File: src/rtl/pattern_cmd_responder_pkg.sv
// pattern_cmd_responder_pkg: command/reply bytes, write frame length and FSM states
package pattern_cmd_responder_pkg;
   localparam logic [7:0] CMD_WRITE   = 8'h77;
   localparam logic [7:0] CMD_READ    = 8'h72;
   localparam logic [7:0] RSP_OK      = 8'h6F;
   localparam logic [7:0] RSP_ERR     = 8'h3F;
   localparam int         FRAME_BYTES = 9;
   typedef enum logic [2:0] {IDLE, GET_ADDR, GET_DATA, COMMIT, READ_WAIT, SEND} state_t;
endpackage

File: src/rtl/pattern_cmd_responder.sv
// pattern_cmd_responder: UART byte protocol that writes/reads 72-bit words of an external pattern memory
module pattern_cmd_responder
   import pattern_cmd_responder_pkg::*;
#(
   parameter int CLK_HZ         = 25000000,
   parameter int TIMEOUT_CYCLES = CLK_HZ / 20
) (
   input  logic        clk,
   input  logic        rst,
   input  logic [7:0]  rx_data,
   input  logic        rx_valid,
   output logic [7:0]  tx_data,
   output logic        tx_start,
   input  logic        tx_busy,
   output logic [7:0]  mem_addr,
   output logic [71:0] mem_wdata,
   output logic        mem_we,
   input  logic [71:0] mem_rdata,
   output logic        frame_error
);
   state_t      r_state;
   logic        r_wr_mode;
   logic        r_hold;
   logic [3:0]  r_cnt;
   logic [3:0]  r_left;
   logic [31:0] r_idle;
   logic [71:0] r_shift;
   logic [7:0]  r_tx_data;
   logic        r_tx_start;
   logic [7:0]  r_mem_addr;
   logic        r_mem_we;
   logic        r_frame_error;
   logic        w_rx_state;
   logic        w_busy_state;
   logic        w_timeout;
   assign w_rx_state   = r_state == GET_ADDR || r_state == GET_DATA;
   assign w_busy_state = r_state == COMMIT || r_state == READ_WAIT || r_state == SEND;
   assign w_timeout    = w_rx_state && !rx_valid && r_idle == 32'(TIMEOUT_CYCLES - 1);
   assign tx_data      = r_tx_data;
   assign tx_start     = r_tx_start;
   assign mem_addr     = r_mem_addr;
   assign mem_wdata    = r_shift;
   assign mem_we       = r_mem_we;
   assign frame_error  = r_frame_error;
   always_ff @(posedge clk) begin
      if (rst) begin
         r_state       <= IDLE;
         r_wr_mode     <= 1'b0;
         r_hold        <= 1'b0;
         r_cnt         <= '0;
         r_left        <= '0;
         r_idle        <= '0;
         r_shift       <= '0;
         r_tx_data     <= '0;
         r_tx_start    <= 1'b0;
         r_mem_addr    <= '0;
         r_mem_we      <= 1'b0;
         r_frame_error <= 1'b0;
      end else begin
         r_mem_we      <= 1'b0;
         r_frame_error <= w_timeout || (rx_valid && w_busy_state);
         r_idle        <= (rx_valid || !w_rx_state) ? '0 : r_idle + 32'd1;
         if (w_timeout) r_state <= IDLE;
         else case (r_state)
            IDLE: if (rx_valid) begin
               r_wr_mode <= rx_data == CMD_WRITE;
               if (rx_data == CMD_WRITE || rx_data == CMD_READ) r_state <= GET_ADDR;
               else begin
                  r_shift <= {RSP_ERR, 64'h0};
                  r_left  <= 4'd1;
                  r_state <= SEND;
               end
            end
            GET_ADDR: if (rx_valid) begin
               r_mem_addr <= rx_data;
               r_cnt      <= '0;
               r_state    <= r_wr_mode ? GET_DATA : READ_WAIT;
            end
            GET_DATA: if (rx_valid) begin
               r_shift <= {r_shift[63:0], rx_data};
               r_cnt   <= r_cnt + 4'd1;
               if (r_cnt == 4'(FRAME_BYTES - 1)) begin
                  r_mem_we <= 1'b1;
                  r_state  <= COMMIT;
               end
            end
            COMMIT: begin
               r_shift <= {RSP_OK, 64'h0};
               r_left  <= 4'd1;
               r_state <= SEND;
            end
            READ_WAIT: begin
               r_shift <= mem_rdata;
               r_left  <= 4'(FRAME_BYTES);
               r_state <= SEND;
            end
            SEND: begin
               // busy only rises the cycle after a pulse, so skip that cycle before trusting it
               if (r_tx_start) begin
                  r_tx_start <= 1'b0;
                  r_hold     <= 1'b1;
               end else if (r_hold) r_hold <= 1'b0;
               else if (!tx_busy) begin
                  if (r_left == '0) r_state <= IDLE;
                  else begin
                     r_tx_start <= 1'b1;
                     r_tx_data  <= r_shift[71:64];
                     r_shift    <= {r_shift[63:0], 8'h00};
                     r_left     <= r_left - 4'd1;
                  end
               end
            end
            default: r_state <= IDLE;
         endcase
      end
   end
endmodule

File: config.mk
export PLATFORM = sky130hd
export DESIGN_NAME = pattern_cmd_responder
export DESIGN_NICKNAME = d
export VERILOG_FILES = /design/src/rtl/pattern_cmd_responder_pkg.sv /design/src/rtl/pattern_cmd_responder.sv
export SDC_FILE = /design/constraint.sdc
export NUM_CORES = 1
export LEC_CHECK = 0
export ABC_AREA = 0
export CORE_AREA = 5 5 122 124
export DETAILED_ROUTE_END_ITERATION = 16
export DIE_AREA = 0 0 127 129
export DONT_BUFFER_PORTS = 1
export PLACE_DENSITY = 0.71
export REMOVE_ABC_BUFFERS = 1
export SYNTH_ARGS = -nofsm -noshare
export SYNTH_HDL_FRONTEND = slang
export SYNTH_SLANG_ARGS = --single-unit
File: constraint.sdc
create_clock -name clk -period 2.65 [get_ports clk]
set_input_delay 0.3975 -clock clk [delete_from_list [all_inputs] [get_ports clk]]
set_output_delay 0.3975 -clock clk [all_outputs]
set_load 0.01 [all_outputs]
==> results.md, run 1 <==
- DR iter-0 viols: 295
- Wirelength per Cell: 19.4 um
- Critical-path top delay cell: dfxtp_1
- Crit Reg-Reg Startpoint: r_state[1]
- CP Capture Type: register
- Final WL: roughly 17000 um
- CTS tree: yes
- ANT nets after route: 0
- CTS Hold Buffers Added: 0
- Data required, critical path: between 2000 and 3000 ps
- Adder-cell share of the synthesized area: 0.974%
- Vias: 5158
- Nets: roughly 760
- Layout cells sized above 1: 17.3%
- Max incr delay on CP: 500 ps
- Number of top-level pins: 175
- Number of buffers created by CTS: 17
- Top FF cell, synth: dfxtp_1
- Worst Reg2Reg Path Length in Cells: 6
- Post-DR vias/cell: 5.98
- Hold Violations, Final: 0
- Die Wd: 127 um
- # Max-Cap Violations: 0
- Mapped Avg Cell Area: just over 9 um^2
- Netlist cell types: 48
- Post-Syn Area: 0.00642 mm^2
- Final Critical Period: 2230 ps
- CTS Buffer Depth: 2
- Worst Hold Class: input pin to register
- Maximum vdd ir drop: approximately 0.00042 V
- CP Data Arrival Time: 2570 ps
- Critical-path maximum fanout: 36
- Largest net degree at the start of global routing: 103
- FMAX: about 450 MHz
- Pins Over Slew Limit: 0
- Area grow syn2layout: 10.4%
- Placed cell areas: 0.00650 mm^2
- Overall routing resource usage: between 20% and 30%
- Critical path endpoint: mem_wdata[11]
- Root buf cell: clkbuf_16
- Async SR Flop Fraction: 0%
- Synth Area in Simple Gates: 19.1%
- Worst R2R Setup Slack: 420 ps
- Hold Slack: 36.6 ps
- Synthesized flop and latch total: 136
- Mux share of post-synthesis cell area: under 10%
- CTS Sinks: roughly 140
- WS Path Type: register to register
- DRT Pass-1 Iters: 5
- Critical Path Source: r_state[1]
- Status: complete, no violations
- Static Leakage: 2.29 nW
- Resize count post-CTS: 0
- Grt total ovfl: 0
- Starting Density: about 47%
- Fin crit share: 84.2%
- Crit path launch type: register
- Slew @ Worst Pin: 921 ps
- Slew headroom: 38.3%
- Htree depth: 4
- EDFF count, synth: 0
- Floorplan row count: 43
- Setup Viol. Count Final: 0
- Core Region: roughly 0.014 mm^2
- Post-route DRC: 0
- # port buffers: 0
- Worst skew pair latency: 420 ps
- Initial antenna violation count: 0
- CP cell instances: nor2b_1 -> nand2_1 -> nand2_2 -> buf_12 -> a22oi_1 -> a211oi_2
- Yosys warning count: 0
- PwrDens: 846 mW/mm^2
- Mapped Cells: 696
- Die area: approximately 0.016 mm^2
- Worst r2r dst: mem_wdata[11]
- Clock slew at reported path FFs: 60 ps
- Total power: 6.00 mW
- ANT cells: 0
- Placer Congestion: between 0.8 and 0.9
- First-pass GRT wire length: between 20000 and 30000 um
- Vias in the first global route: 5008
- RSZ-0062 raised after global routing: no
- XOR/XNOR Fraction of Synth Area: 3.95%
- Largest family of logic cells by synthesized area: compound AO/OA/AOI/OAI gates
- Post-synthesis compound-gate area fraction: 25.3%
- Die Height: 129 um
- Setup Buffers After CTS: 0
- Sequential share of the synthesized area: 42.4%
- Design area: about 0.0071 mm^2
- Dpl hpwl: 12000 um
- Clk_skew: 4.74 ps
==> Yosys cell counts (13+ instances only) <==
library cell	number	area [um^2]
mux2i_1	13	130
xnor2_1	16	140
nand4_1	13	81.3
nand2_1	34	128
a21oi_1	28	140
clkbuf_1	31	116
nand3_1	24	120
nor4_1	14	87.6
dfxtp_1	136	2720
xor2_1	13	114
nor2_1	118	443
a211oi_2	65	813
a22oi_1	65	488
==> cell families after synthesis <==
kind of cell | Yosys count
AOI/OAI and AO/OA | 184
xor gates and xnor gates | 29
adders and majority gates | 5
buffers and inverters | 66
DFF | 136
muxes | 18
and+or+nand+nor | 258
==> flip-flops by register name, summed over array words and instances (netlist names), 3 cells and up <==
name and flops:
r_left 4, r_idle 32, r_state 3, mem_wdata 72
r_cnt 4, tx_data 8, mem_addr 8
==> how the worst min path moves through the flow <==
stage | start | endpoint | slack (ps) | depth (start not counted)
2_1_floorplan | r_idle[0] | r_idle[0] | 440 | 1
3_3_place_gp | r_idle[0] | r_idle[0] | 450 | 1
3_5_place_dp | r_idle[0] | r_idle[0] | 460 | 1
4_1_cts | rst | mem_wdata[17] | 20 | 1
5_1_grt | rst | mem_wdata[39] | 20 | 1
6_report | rst | mem_wdata[17] | 40 | 1
==> placed cells by master, fill, tap and decap left out, types with 3 or more instances in the layout <==
cell | Yosys | routed
a22oi_1 | 65 | 65
buf_12 | 0 | 5
buf_4 | 0 | 4
mux2i_1 | 13 | 13
and3_1 | 5 | 4
or2_2 | 4 | 4
nor4b_1 | 3 | 3
ha_1 | 5 | 5
o221ai_1 | 5 | 5
nor4_1 | 14 | 14
dfxtp_1 | 136 | 136
nand3b_1 | 3 | 3
clkinv_2 | 0 | 5
and4_1 | 3 | 3
nor3_1 | 12 | 12
nor2_1 | 118 | 117
nand3_1 | 24 | 24
nand2b_1 | 9 | 9
nand4_1 | 13 | 13
xor2_1 | 13 | 13
a211oi_2 | 65 | 65
bufinv_16 | 0 | 3
nand2_1 | 34 | 33
or3_1 | 5 | 5
clkbuf_8 | 0 | 3
inv_1 | 12 | 12
o21ai_0 | 8 | 8
clkbuf_16 | 0 | 17
xnor2_1 | 16 | 16
mux2_2 | 5 | 5
a21oi_1 | 28 | 28
==> final cells by class <==
type	instances	area [um^2]
tap	180	225
inverter	12	45.0
fill	1231	6570
clock inverter	9	123
multi-input combinational	494	3370
sequential	136	2720
clock buffer	22	474
timing repair buffer	9	130
==> critical path, delay by kind of cell, from the launching register on <==
kind                   cells  cell delay, ps
AOI/OAI and AO/OA          2             360
and+or+nand+nor            3            1020
buffers and inverters      1             260
DFF                        1             500
==> report_power, final <==
part           internal [mW]  switching (mW)
sequential              2.27           0.349
combinational          0.413           0.583
clock                   1.54           0.844
==> metal layers <==
layer	GRT usage (%)	share of wire (%)	vias up	routed length (um)
met1	23.8	41	2447	6780
met2	34.1	49	183	8110
li1	-	-	2489	-
met4	8.26	2.4	0	397
met5	0	0	-	0
met3	7.76	8.4	39	1400
==> per-stage QoR <==
stage	instances	util [%]	worst slack [ps]	TNS, ps
after global placement	831	47.5	529	0
after global routing	862	51.9	222	0
final	862	51.9	418	0
after detailed placement	831	47.5	465	0
after floorplan	642	-	-2530	-158230
after CTS	862	51.9	445	0
(Power assumes the default switching activity.)
==> inputs of run 2 (changes only) <==
--- a/config.mk
+++ b/config.mk
@@ -10,7 +10,7 @@
 export DETAILED_ROUTE_END_ITERATION = 16
 export DIE_AREA = 0 0 127 129
 export DONT_BUFFER_PORTS = 1
-export PLACE_DENSITY = 0.71
+export PLACE_DENSITY = 0.74
 export REMOVE_ABC_BUFFERS = 1
 export SYNTH_ARGS = -nofsm -noshare
 export SYNTH_HDL_FRONTEND = slang
==> constraint.sdc (replaced) <==
create_clock -name clk -period 1.9 [get_ports clk]
set_input_delay 0.285 -clock clk [delete_from_list [all_inputs] [get_ports clk]]
set_output_delay 0.285 -clock clk [all_outputs]
set_load 0.01 [all_outputs]
==> results.md, run 2 (synthesis results as in run 1) <==
- Dpl cells: 869 (was 831)
- Setup_tns: 0 ps (unchanged)
- DR iter-0 viols: 581 (was 295)
- Initial antenna violation count: 0 (unchanged)
- Fin crit share: 98.0% (was 84.2%)
- First-pass GRT wire length: 27000 um (was 26700 um)
- Worst Reg2Reg Path Length in Cells: 8 (was 6)
- Max reg flops: 72 (unchanged)
- Most frequent cells in the layout: dfxtp_1 (133), nor2_1 (70), a22oi_1 (65), a211oi_2 (65), buf_4 (42) (was dfxtp_1 (136), nor2_1 (117), a22oi_1 (65), a211oi_2 (65), nand2_1 (33))
- CP Data Arrival Time: 2160 ps (was 2570 ps)
- ANT cells: 0 (unchanged)
- # Max-Cap Violations: 0 (unchanged)
- Most common cell after layout, fill and taps aside: dfxtp_1 (unchanged)
- Clk_skew: 5.44 ps (was 4.74 ps)
- Area grow syn2layout: 22.8% (was 10.4%)
- Critical-path maximum fanout: 7 (was 36)
- ANT nets after route: 0 (unchanged)
- CTS tree: yes (unchanged)
- Status: complete, but fails checks (was complete, no violations)
- Failing checks: hold timing
- Placer Congestion: 0.905 (was 0.836)
- Critical Path Source: r_left[0] (was r_state[1])
- Vias: 5643 (was 5158)
- Dpl hpwl: 12400 um (was 12000 um)
- FMAX: 537 MHz (was 448 MHz)
- Fin util: 57.7% (was 51.9%)
- Data required, critical path: 2200 ps (was 2990 ps)
- Hold Slack: -54.6 ps (was 36.6 ps)
- Hold Violations, Final: 15 (was 0)
- Worst skew pair latency: 420 ps (about the same)
- Hold EP: mem_wdata[37] (was mem_wdata[17])
- Slew @ Worst Pin: 476 ps (was 921 ps)
- Vias in the first global route: 5212 (was 5008)
- Max incr delay on CP: 370 ps (was 500 ps)
- Die Wd: 127 um (unchanged)
- Crit path launch type: register (unchanged)
- CTS Sinks: 136 (unchanged)
- Cell depth of the worst hold path: 1 (unchanged)
- Final Critical Period: 1860 ps (was 2230 ps)
- RSZ-0062 raised after global routing: yes (was no)
- CTS Buffer Depth: 2 (unchanged)
- Post-Layout Cell Count: 917 (was 862)
- Die area: 0.0164 mm^2 (unchanged)
- Static Leakage: 2.63 nW (was 2.29 nW)
- Clock slew at reported path FFs: 60 ps (about the same)
- Final critical-path setup slack: 38.6 ps (was 418 ps)
- Layout cells sized above 1: 32.3% (was 17.3%)
- Die Height: 129 um (unchanged)
- PwrDens: 1130 mW/mm^2 (was 846 mW/mm^2)
- Post-route DRC: 0 (unchanged)
- Wirelength per Cell: 20.5 um (was 19.4 um)
- Final WL: 18800 um (was 16700 um)
- Total power: 8.88 mW (was 6.00 mW)
- DRT Pass-1 Iters: 7 (was 5)
- Number of buffers created by CTS: 17 (unchanged)
- CTS Hold Buffers Added: 2 (was 0)
- Starting Density: 47.0% (unchanged)
- Floorplan row count: 43 (unchanged)
- Grt total ovfl: 0 (unchanged)
- CP Capture Type: register (unchanged)
- Worst R2R Setup Slack: 40 ps (was 420 ps)
- Design area: 0.00789 mm^2 (was 0.00709 mm^2)
- Number of top-level pins: 175 (unchanged)
- Hold Startpoint: rst (unchanged)
- Critical-path top delay cell: or3b_4 (was dfxtp_1)
- Nets: 813 (was 759)
- Largest net degree at the start of global routing: 103 (unchanged)
- Worst slack, placed: -21.4 ps (was 465 ps)
- WS Path Type: register to register (unchanged)
- Worst Hold Class: input pin to register (unchanged)
- Worst r2r dst: mem_wdata[51] (was mem_wdata[11])
- Maximum vdd ir drop: 0.000746 V (was 0.000425 V)
- Core Region: 0.0137 mm^2 (unchanged)
- Slew headroom: 68.2% (was 38.3%)
- Overall routing resource usage: 20.5% (about the same)
- Pins Over Slew Limit: 0 (unchanged)
- Root buf cell: clkbuf_16 (unchanged)
- CP cell instances: inv_2 -> ha_4 -> or3b_4 -> or2_4 -> and3_4 -> buf_4 -> nor2_2 -> a211oi_2 (was nor2b_1 -> nand2_1 -> nand2_2 -> buf_12 -> a22oi_1 -> a211oi_2)
- Setup Viol. Count Final: 0 (unchanged)
- Crit Reg-Reg Startpoint: r_left[0] (was r_state[1])
- Placed cell areas: 0.00681 mm^2 (was 0.00650 mm^2)
- Post-DR vias/cell: 6.15 (was 5.98)
- Htree depth: 4 (unchanged)
- # port buffers: 0 (unchanged)
==> run 2: cell types whose count changed in the layout (fill, tap and decap cells not counted), moves of 3 or more <==
| cell | delta |
|---|---|
| nor2_1 | -47 |
| nor2_2 | +41 |
| buf_4 | +38 |
| clkbuf_16 | +6 |
| nor2_4 | +6 |
| buf_6 | +4 |
| clkinvlp_4 | +3 |
| dfxtp_1 | -3 |
| dfxtp_2 | +3 |
| nor4_1 | -3 |
==> run 2: what timing repair did <==
item | 4_1_cts | 5_1_grt
endpoints found under the setup margin | 52 | 86
gates resized for setup | 16 | 61
cloned | 0 | 11
pin swaps | 1 | 7
endpoints found under the hold margin | 100 | 98
buffers inserted | 1 | 2
==> run 2: worst max-delay path: cells and delay by family (launching register included) <==
kind | cells | cell delay [ps]
AOI/OAI and AO/OA | 1 | 50
adders and majority gates | 1 | 110
buffers and inverters | 2 | 260
DFF | 1 | 330
and+or+nand+nor | 4 | 980
==> run 2: layout make-up <==
type | count | area (um^2)
multi-input combinational | 496 | 3630
timing repair buffer | 61 | 671
sequential | 136 | 2730
clock inverter | 11 | 123
inverter | 12 | 45.0
tap | 180 | 225
fill | 1131 | 5770
clock buffer | 21 | 470
==> run 2: worst max-delay path by stage <==
stage                    endpoint  cells past startpoint  slack, ps
floorplan           mem_wdata[64]                      5      -3280
global placement     mem_wdata[7]                      8         30
detailed placement  mem_wdata[33]                      8        -20
CTS                 mem_wdata[54]                      8        -30
global route        mem_wdata[64]                      6        -60
finish              mem_wdata[51]                      8         40
==> run 2: report_power, final <==
group / internal [mW] / switching [mW]
logic: 0.914 / 1.02
clock network: 2.03 / 1.21
registers: 3.17 / 0.541
total: 6.11 / 2.77
==> run 2: layer usage <==
layer	share of wire [%]	GRT usage (%)	wire length, um	vias to the layer above
li1	-	-	-	2611
met2	51	35.9	9550	251
met3	8.9	6.72	1670	30
met4	2.2	8.20	418	0
met5	0	0	0	-
met1	38	23.2	7130	2751
==> inputs of run 3 (changes only) <==
--- a/config.mk
+++ b/config.mk
@@ -10,6 +10,7 @@
 export DETAILED_ROUTE_END_ITERATION = 16
 export DIE_AREA = 0 0 127 129
 export DONT_BUFFER_PORTS = 1
+export GPL_ROUTABILITY_DRIVEN = 0
 export PLACE_DENSITY = 0.74
 export REMOVE_ABC_BUFFERS = 1
 export SYNTH_ARGS = -nofsm -noshare
==> results of run 3 <==
The final DEF is identical to that of run 2; final timing and power are the same.
